==> src/rtl/branch_resolve_unit_if.sv <==
// Redirect channel from the EX-stage branch resolver to fetch (valid/ready).
interface branch_resolve_unit_if;
  logic        redirectValid;
  logic [31:0] redirectPc;
  logic        redirectReady;

  modport master (output redirectValid, output redirectPc, input  redirectReady);
  modport slave  (input  redirectValid, input  redirectPc, output redirectReady);
endinterface

==> src/rtl/branch_resolve_unit.sv <==
// EX-stage branch resolution: outcome vs prediction, registered redirect, flush window.
// Optional perf counters enabled by defining BRANCH_PERF_EN.
module branch_resolve_unit #(
  parameter int FLUSH_CYCLES = 2,
  parameter int CNT_W        = 32
) (
  input  logic                  i_clk,
  input  logic                  i_reset,
  input  logic                  i_valid,
  input  logic                  i_isBranch,
  input  logic                  i_isJump,
  input  logic [2:0]            i_funct3,
  input  logic                  i_brLess,
  input  logic                  i_brEqual,
  input  logic [31:0]           i_pc,
  input  logic [31:0]           i_target,
  input  logic                  i_predTaken,
  branch_resolve_unit_if.master redir,
  output logic                  o_brUnsign,
  output logic                  o_flush,
  output logic                  o_stall,
  output logic                  o_illegal,
  output logic                  o_misalign,
  output logic [CNT_W-1:0]      o_brCount,
  output logic [CNT_W-1:0]      o_mispCount
);

  localparam int FC_W = (FLUSH_CYCLES > 0) ? $clog2(FLUSH_CYCLES + 1) : 1;
  localparam logic [FC_W-1:0] FC_LOAD = FC_W'(FLUSH_CYCLES);

  typedef enum logic [1:0] {IDLE, REDIRECT, FLUSH} state_t;

  state_t            r_state, w_stateNxt;
  logic [FC_W-1:0]   r_cnt, w_cntNxt;
  logic              r_redirectValid, w_redirectValidNxt;
  logic [31:0]       r_redirectPc, w_redirectPcNxt;
  logic              r_illegal, w_illegalNxt;
  logic              r_misalign, w_misalignNxt;

  logic              w_brTaken, w_badF3, w_taken, w_illegal, w_misalignTgt, w_misp, w_sample;
  logic [31:0]       w_nextPc;

  assign o_brUnsign = i_funct3[1];

  always_comb begin
    w_brTaken = 1'b0;
    w_badF3   = 1'b0;
    case (i_funct3)
      3'b000:         w_brTaken = i_brEqual;
      3'b001:         w_brTaken = ~i_brEqual;
      3'b100, 3'b110: w_brTaken = i_brLess;
      3'b101, 3'b111: w_brTaken = ~i_brLess;
      default:        w_badF3   = 1'b1;
    endcase
  end

  // Jumps override any branch decode, so funct3 is irrelevant for them.
  assign w_taken       = i_isJump | (i_isBranch & w_brTaken);
  assign w_illegal     = i_isBranch & ~i_isJump & w_badF3;
  assign w_misalignTgt = w_taken & (i_target[1:0] != 2'b00);
  assign w_nextPc      = w_taken ? i_target : i_pc + 32'd4;
  assign w_misp        = w_taken != i_predTaken;
  assign w_sample      = (r_state == IDLE) & i_valid;

  always_comb begin
    w_stateNxt         = r_state;
    w_cntNxt           = r_cnt;
    w_redirectValidNxt = r_redirectValid;
    w_redirectPcNxt    = r_redirectPc;
    w_illegalNxt       = 1'b0;
    w_misalignNxt      = 1'b0;
    case (r_state)
      IDLE: begin
        if (w_sample) begin
          if (w_misalignTgt) begin
            w_misalignNxt = 1'b1;
          end else begin
            w_illegalNxt = w_illegal;
            if (w_misp) begin
              w_redirectValidNxt = 1'b1;
              w_redirectPcNxt    = w_nextPc;
              w_stateNxt         = REDIRECT;
            end
          end
        end
      end
      REDIRECT: begin
        if (redir.redirectReady) begin
          w_redirectValidNxt = 1'b0;
          if (FLUSH_CYCLES == 0) begin
            w_stateNxt = IDLE;
          end else begin
            w_stateNxt = FLUSH;
            w_cntNxt   = FC_LOAD;
          end
        end
      end
      FLUSH: begin
        w_cntNxt = r_cnt - FC_W'(1);
        if (r_cnt <= FC_W'(1)) w_stateNxt = IDLE;
      end
      default: w_stateNxt = IDLE;
    endcase
  end

  always_ff @(posedge i_clk) begin
    if (i_reset) begin
      r_state         <= IDLE;
      r_cnt           <= '0;
      r_redirectValid <= 1'b0;
      r_redirectPc    <= '0;
      r_illegal       <= 1'b0;
      r_misalign      <= 1'b0;
    end else begin
      r_state         <= w_stateNxt;
      r_cnt           <= w_cntNxt;
      r_redirectValid <= w_redirectValidNxt;
      r_redirectPc    <= w_redirectPcNxt;
      r_illegal       <= w_illegalNxt;
      r_misalign      <= w_misalignNxt;
    end
  end

  assign redir.redirectValid = r_redirectValid;
  assign redir.redirectPc    = r_redirectPc;
  assign o_flush             = (r_state == FLUSH);
  assign o_stall             = (r_state != IDLE);
  assign o_illegal           = r_illegal;
  assign o_misalign          = r_misalign;

`ifdef BRANCH_PERF_EN
  logic             w_issue;
  logic [CNT_W-1:0] r_brCount, r_mispCount;

  assign w_issue = w_sample & ~w_misalignTgt & w_misp;

  // Saturating so long runs never wrap back to small values.
  always_ff @(posedge i_clk) begin
    if (i_reset) begin
      r_brCount   <= '0;
      r_mispCount <= '0;
    end else begin
      if (w_sample && (r_brCount != '1))  r_brCount   <= r_brCount + CNT_W'(1);
      if (w_issue && (r_mispCount != '1)) r_mispCount <= r_mispCount + CNT_W'(1);
    end
  end

  assign o_brCount   = r_brCount;
  assign o_mispCount = r_mispCount;
`else
  assign o_brCount   = '0;
  assign o_mispCount = '0;
`endif

endmodule

==> src/flat_wrapper.sv <==
// flat-port wrapper written by rule: the top's interface ports become plain ports
module branch_resolve_unit_flat 
#(
  parameter int FLUSH_CYCLES = 2,
  parameter int CNT_W        = 32
)
  (i_clk, i_reset, i_valid, i_isBranch, i_isJump, i_funct3, i_brLess, i_brEqual, i_pc, i_target, i_predTaken, o_brUnsign, o_flush, o_stall, o_illegal, o_misalign, o_brCount, o_mispCount, redir_redirectValid, redir_redirectPc, redir_redirectReady);
  branch_resolve_unit_if redir_i ();
  input  logic i_clk;
  input  logic i_reset;
  input  logic i_valid;
  input  logic i_isBranch;
  input  logic i_isJump;
  input  logic [2:0] i_funct3;
  input  logic i_brLess;
  input  logic i_brEqual;
  input  logic [31:0] i_pc;
  input  logic [31:0] i_target;
  input  logic i_predTaken;
  output logic o_brUnsign;
  output logic o_flush;
  output logic o_stall;
  output logic o_illegal;
  output logic o_misalign;
  output logic [CNT_W-1:0] o_brCount;
  output logic [CNT_W-1:0] o_mispCount;
  output wire logic [$bits(redir_i.redirectValid)-1:0] redir_redirectValid;
  output wire logic [$bits(redir_i.redirectPc)-1:0] redir_redirectPc;
  input wire logic [$bits(redir_i.redirectReady)-1:0] redir_redirectReady;
  assign redir_redirectValid = redir_i.redirectValid;
  assign redir_redirectPc = redir_i.redirectPc;
  assign redir_i.redirectReady = redir_redirectReady;
  branch_resolve_unit #(.FLUSH_CYCLES(FLUSH_CYCLES), .CNT_W(CNT_W)) u_core (.i_clk(i_clk), .i_reset(i_reset), .i_valid(i_valid), .i_isBranch(i_isBranch), .i_isJump(i_isJump), .i_funct3(i_funct3), .i_brLess(i_brLess), .i_brEqual(i_brEqual), .i_pc(i_pc), .i_target(i_target), .i_predTaken(i_predTaken), .redir(redir_i), .o_brUnsign(o_brUnsign), .o_flush(o_flush), .o_stall(o_stall), .o_illegal(o_illegal), .o_misalign(o_misalign), .o_brCount(o_brCount), .o_mispCount(o_mispCount));
endmodule
==> config.mk <==
export PLATFORM = sky130hd
export DESIGN_NAME = branch_resolve_unit_flat
export DESIGN_NICKNAME = d
export VERILOG_FILES = /design/src/rtl/branch_resolve_unit_if.sv /design/src/rtl/branch_resolve_unit.sv /design/src/flat_wrapper.sv
export SDC_FILE = /design/constraint.sdc
export NUM_CORES = 1
export LEC_CHECK = 0
export CORE_UTILIZATION = 38
export DETAILED_ROUTE_END_ITERATION = 8
export GPL_TIMING_DRIVEN = 0
export HOLD_SLACK_MARGIN = 0.08
export PLACE_DENSITY = 0.8
export SETUP_SLACK_MARGIN = 0.15
export SYNTH_ARGS = -nofsm -noshare
export SYNTH_HDL_FRONTEND = slang
export SYNTH_SLANG_ARGS = --single-unit
==> constraint.sdc <==
create_clock -name i_clk -period 2.3 [get_ports i_clk]
set_clock_uncertainty 0.1 [all_clocks]
set_input_delay 0.23 -clock i_clk [delete_from_list [all_inputs] [get_ports i_clk]]
set_output_delay 0.23 -clock i_clk [all_outputs]
set_load 0.02 [all_outputs]
After elaboration in Yosys (flattened, before gate mapping)
Index checks and enable logic that the tools add are counted.
W data, S select, Z words.
{"block": "word_totals", "regBits": 39, "input_bits": 76, "out_inout_bits": 102, "elab_cells": 65}
{"block": "op_classes", "add_sub_neg": 2, "n_lt_le_gt_ge": 1, "n_eq_ne": 13, "mux": 16, "n_bitwise": 12, "n_reduce_logical": 15}
{"cell": "$add A32 B3 Y32 const B", "n": 1}
{"cell": "$mux W32", "n": 1}
{"cell": "$eq A3 B3 Y1 const B", "n": 4}
{"cell": "$mux W2", "n": 5}
{"cell": "$reduce_and A5 Y1", "n": 2}
{"cell": "$reduce_bool A2 Y1", "n": 4}
{"cell": "$mux W1", "n": 6}
{"cell": "$ne A2 B1 Y1 const B", "n": 3}
{"cell": "$not A1 Y1", "n": 6}
{"cell": "$pmux W2 S3", "n": 1}
{"cell": "$reduce_or A6 Y1", "n": 1}
{"cell": "$and A1 B1 Y1", "n": 5}
{"cell": "$ne A2 B2 Y1 const B", "n": 2}
{"cell": "$pmux W1 S4", "n": 1}
{"cell": "$pmux W2 S2", "n": 1}
{"cell": "$reduce_and A4 Y1", "n": 1}
{"cell": "$reduce_or A2 Y1", "n": 2}
{"cell": "$reduce_or A4 Y1", "n": 1}
{"cell": "$eq A3 B1 Y1 const B", "n": 1}
{"cell": "$logic_not A3 Y1", "n": 1}
{"cell": "$reduce_or A3 Y1", "n": 1}
{"cell": "$eq A2 B1 Y1 const B", "n": 1}
{"cell": "$eq A2 B2 Y1 const B", "n": 1}
{"cell": "$le A2 B1 Y1 const B", "n": 1}
{"cell": "other kinds (6)", "n": 6}

Depth between registers and ports, before layout
{"block": "logic_depth", "ltp_word": 10, "depth_mapped": 7, "mapped_depth_nobuf": 6}

Worst setup path after synthesis
OpenSTA, ideal clock, no wires.
{"block": "synth_timing", "kind": "in2reg", "start": "input port i_pc[2]", "end": "register u_core.r_redirectPc[28], in the netlist u_core.redir.redirectPc[28]", "t_arrival_ns": 1.866, "slack_ns": 0.202, "path_stages": 7, "path_buffers": 1, "cell_sequence": "ha_1 -> nand3_1 -> or4_1 -> buf_2 -> o31a_1 -> o22ai_1 -> a21oi_1"}
{"block": "synth_via", "elab_chain_cells": 2}
{"element": "start, declared", "line_no": "flat_wrapper.sv:17", "text": "input logic [31:0] i_pc;"}
{"element": "$add A32 B3 Y32", "line_no": "branch_resolve_unit.sv:61", "text": "assign w_nextPc = w_taken ? i_target : i_pc + 32'd4;"}
{"element": "$mux W32", "line_no": "branch_resolve_unit.sv:61"}
{"element": "end signal, assigned", "line_no": "branch_resolve_unit.sv:118", "text": "r_redirectPc <= w_redirectPcNxt;"}
{"element": "end, declared", "line_no": "branch_resolve_unit.sv:36", "text": "logic [31:0] r_redirectPc, w_redirectPcNxt;"}
No other way between the ends.
A chain may end at the register's enable or synchronous reset.

Final worst setup path
{"block": "layout_timing", "start": "input port i_funct3[0]", "end": "register u_core.r_redirectPc[3], in the netlist u_core.redir.redirectPc[3]"}
{"block": "layout_via", "elab_chain_cells": 8, "elab_cells_between_ends": 16, "classes_between": "eq/ne (6); mux (2); bitwise (4); reduce/logical (4)"}
{"element": "start, declared", "line_no": "flat_wrapper.sv:14", "text": "input logic [2:0] i_funct3;"}
{"element": "$eq A3 B3 Y1", "line_no": "branch_resolve_unit.sv:48", "text": "case (i_funct3)"}
{"element": "$reduce_or A2 Y1"}
{"element": "$pmux W1 S4 (*)", "line_no": "branch_resolve_unit.sv:48"}
{"element": "$and A1 B1 Y1 (*)", "line_no": "branch_resolve_unit.sv:58", "text": "assign w_taken = i_isJump | (i_isBranch & w_brTaken);"}
{"element": "$or A1 B1 Y1 (*)", "line_no": "branch_resolve_unit.sv:58"}
{"element": "$and A1 B1 Y1", "line_no": "branch_resolve_unit.sv:60", "text": "assign w_misalignTgt = w_taken & (i_target[1:0] != 2'b00);"}
{"element": "$not A1 Y1 (no source line)"}
{"element": "$reduce_and A4 Y1 (no source line)"}
Mark *: on every way between the ends. The rest lies on a longest branch, timed or not.

==> flow_summary.ini <==
[global_routing]
grt_pass1_vias = 3201
grt_max_degree = 13
grt-ovfl-total = 0
antenna_found_initial = 0
track_usage = 0.239
grt_pass1_wl_um = 15900

[routing]
vias = 3488
dr_wl_met3_um = 727
wirelength_met1_um = 4370
topRoutingLayerUsed = met4
drc_errors = 0
wl_per_cell_um = 15.2
dr_wl_met2_um = 5120
drtPass1Iterations = 5
ant_nets = 0
first_iter_violations = 138
drt_wl_total_um = 10300
routed_via_density = 5.13

[pwr]
vdd_drop_max_mv = 0.225
power.density_nw_per_um2 = 434
power_leakage_uw = 0.00199

[place]
dpl.hpwl_um = 8070
gp_congestion = 0.843
io_buffers = 113

[critical_path]
crit_fanout = 10
worst_setup_path_end_kind = register
reg2reg_to = u_core.redir.redirectPc[9]$_SDFFE_PP0P_
cp-start-kind = input pin
path_cells = clkdlybuf4s50_1 -> xor2_1 -> a221oi_2 -> clkbuf_4 -> nand3_1 -> nand2_1 -> clkbuf_4 -> a311oi_1
cp_slowest_stage_delay_ps = 450
r2r_start = u_core.r_state[0]$_SDFFE_PP0P_
cp_common_cell = clkbuf_4
crit_path_top_delay_cell = clkdlybuf4s50_1
path_delay_family = buffers and inverters
r2r_cells = 7
cp.arrival_ps = 2160
critical_path_buf_inv_count = 3
cp-startpoint = i_funct3[0]
required_ps = 2350
cp.depth = 8
worstSetupPathType = in2reg
reg2reg_slack_ps = 330

[min_path]
min_path_cells = 3
hold_class = in2reg
hold_end = u_core.redir.redirectPc[2]$_SDFFE_PP0P_
hold_start = i_pc[2]

[sta]
period_needed_ps = 2110
clock.fmax_mhz = 475
worst_pin_slew_ps = 575
setup_violations = 0
relSlewSlack = 0.617
timing.final.crit_share = 0.916
hold_viol = 0
drv_slew = 0
fin_tns_setup_ps = 0
rsz0062_at_grt = yes

[cts]
insertion_delay_ps = 290
cts_hold_buffers = 0
htree_levels = 2
cts_root_buf = clkbuf_8
cts_buffers = 5
cts_num_sinks = 39
cts_tree = done
cts_buffer_depth = 2
cts.clk_slew.worst_paths_ps = 80

[layout]
final.fill_count = 708
layout_common_cells = clkdlybuf4s50_1, buf_4, conb_1, dfxtp_1
area_growth_pct = 58.7
drive_gt1_frac = 0.206
nets = 655
num_antenna_cells = 0
fin_util = 0.620
layout_commonest_cell = clkdlybuf4s50_1

[logic_synthesis]
yosysSeqAreaShare = 0.260
yosysWarningCount = 0
mappedNetlistArea_um2 = 3000
postSynthAreaPerCell_um2 = 7.68
syn_inst = 391
synth_cell_types = 51
async_reset_ff_frac = 0
synth_seq_cells = 39
synth_top_flop_cell = dfxtp_1
synth_edf_count = 0

[floorplanning]
dieArea_um2 = 8260
core_area_um2 = 7690
die-height_um = 90.9
initial_core_util = 0.390
io-pin-count = 178
rows = 32
die_w_um = 90.9

[flow_run]
max_cap_viol_count = 0

[status]
run_status = complete, no violations
[cell families (layout without fill, tap and decap cells)]
kind of cell    Yosys count  in the layout  share of synthesized area
simple gates            150            150                      0.276
buf+inv                  95            219                      0.200
flops                    39             39                      0.260
compound gates           90             90                      0.213
mux                       1              1                    0.00333
xor+xnor                 13             13                     0.0379
fa+ha+maj                 2              2                    0.00834
other cells               1             64                    0.00125
[final cells by class]
cell class | count | area (µm²) | area share
inverter | 6 | 22.5 | 0.00473
multi-input combinational | 320 | 1960 | 0.412
timing repair buffer | 116 | 1140 | 0.239
buffer | 89 | 614 | 0.129
sequential | 39 | 781 | 0.164
clock inverter | 2 | 35.0 | 0.00735
tap | 102 | 128 | 0.0268
clock buffer | 6 | 82.6 | 0.0173
[state kept, by name, indices dropped and copies added (netlist names)]
register,count
u_core.r_cnt,2
u_core.r_state,2
u_core.redir.redirectValid,1
u_core.redir.redirectPc,32
u_core.o_illegal,1
u_core.o_misalign,1
[metrics by stage]
step                hold WS (ps)  power [µW]  cells  setup slack (ps)  instance area, µm²
finish                       227        2070    680               194                4760
global route                 243        2150    680               132                4760
CTS                          369        2060    680               133                4740
detailed placement           357        1440    669              -725                4500
global placement             356        1430    669              -683                4500
floorplan                    289        1150    454               202                3240
[layer usage]
metal | vias up | GRT usage
met4 | 0 | 0.0463
met2 | 147 | 0.422
met5 | - | 0
met3 | 10 | 0.0438
li1 | 1695 | -
met1 | 1636 | 0.304
[worst max path at each step]
stage | to
final | u_core.redir.redirectPc[3]$_SDFFE_PP0P_
after global placement | u_core.redir.redirectPc[28]$_SDFFE_PP0P_
after CTS | u_core.redir.redirectPc[28]$_SDFFE_PP0P_
after detailed placement | u_core.redir.redirectPc[3]$_SDFFE_PP0P_
after global routing | u_core.redir.redirectPc[25]$_SDFFE_PP0P_
after floorplan | u_core.redir.redirectPc[28]$_SDFFE_PP0P_
[worst reg2reg max path, delay by kind of cell, from the launching register on]
family,cells,cell delay [ps]
DFF,1,360
buffers and inverters,3,720
AOI/OAI and AO/OA,1,80
and+or+nand+nor,3,590
[what timing repair did]
item                       in CTS  in global routing
pin swaps                       3                  0
setup buffers                   3                  0
gates resized for setup        48                 22
setup endpoints to repair      33                 31
gates cloned                    0                  0
[power breakdown]
part | switching [µW] | internal (µW) | leakage (µW) | total, µW
Sequential | 20.7 | 712 | 0.000318 | 732
Combinational | 386 | 340 | 0.00161 | 726
Clock | 258 | 352 | 0.0000612 | 609
[cell usage after synthesis, drive strengths merged (7+ instances only)]
library cell | number | share of area
buf | 70 | 0.17
dfxtp | 39 | 0.26
nand3 | 31 | 0.052
nand2 | 29 | 0.036
a21oi | 23 | 0.038
nor2 | 20 | 0.025
clkbuf | 19 | 0.024
o21ai | 16 | 0.027
nand4 | 12 | 0.030
nor3 | 12 | 0.020
o32ai | 10 | 0.029
xor2 | 9 | 0.026
and4 | 8 | 0.023
or3 | 7 | 0.015
No activity file was read; power rests on OpenSTA's default activity.
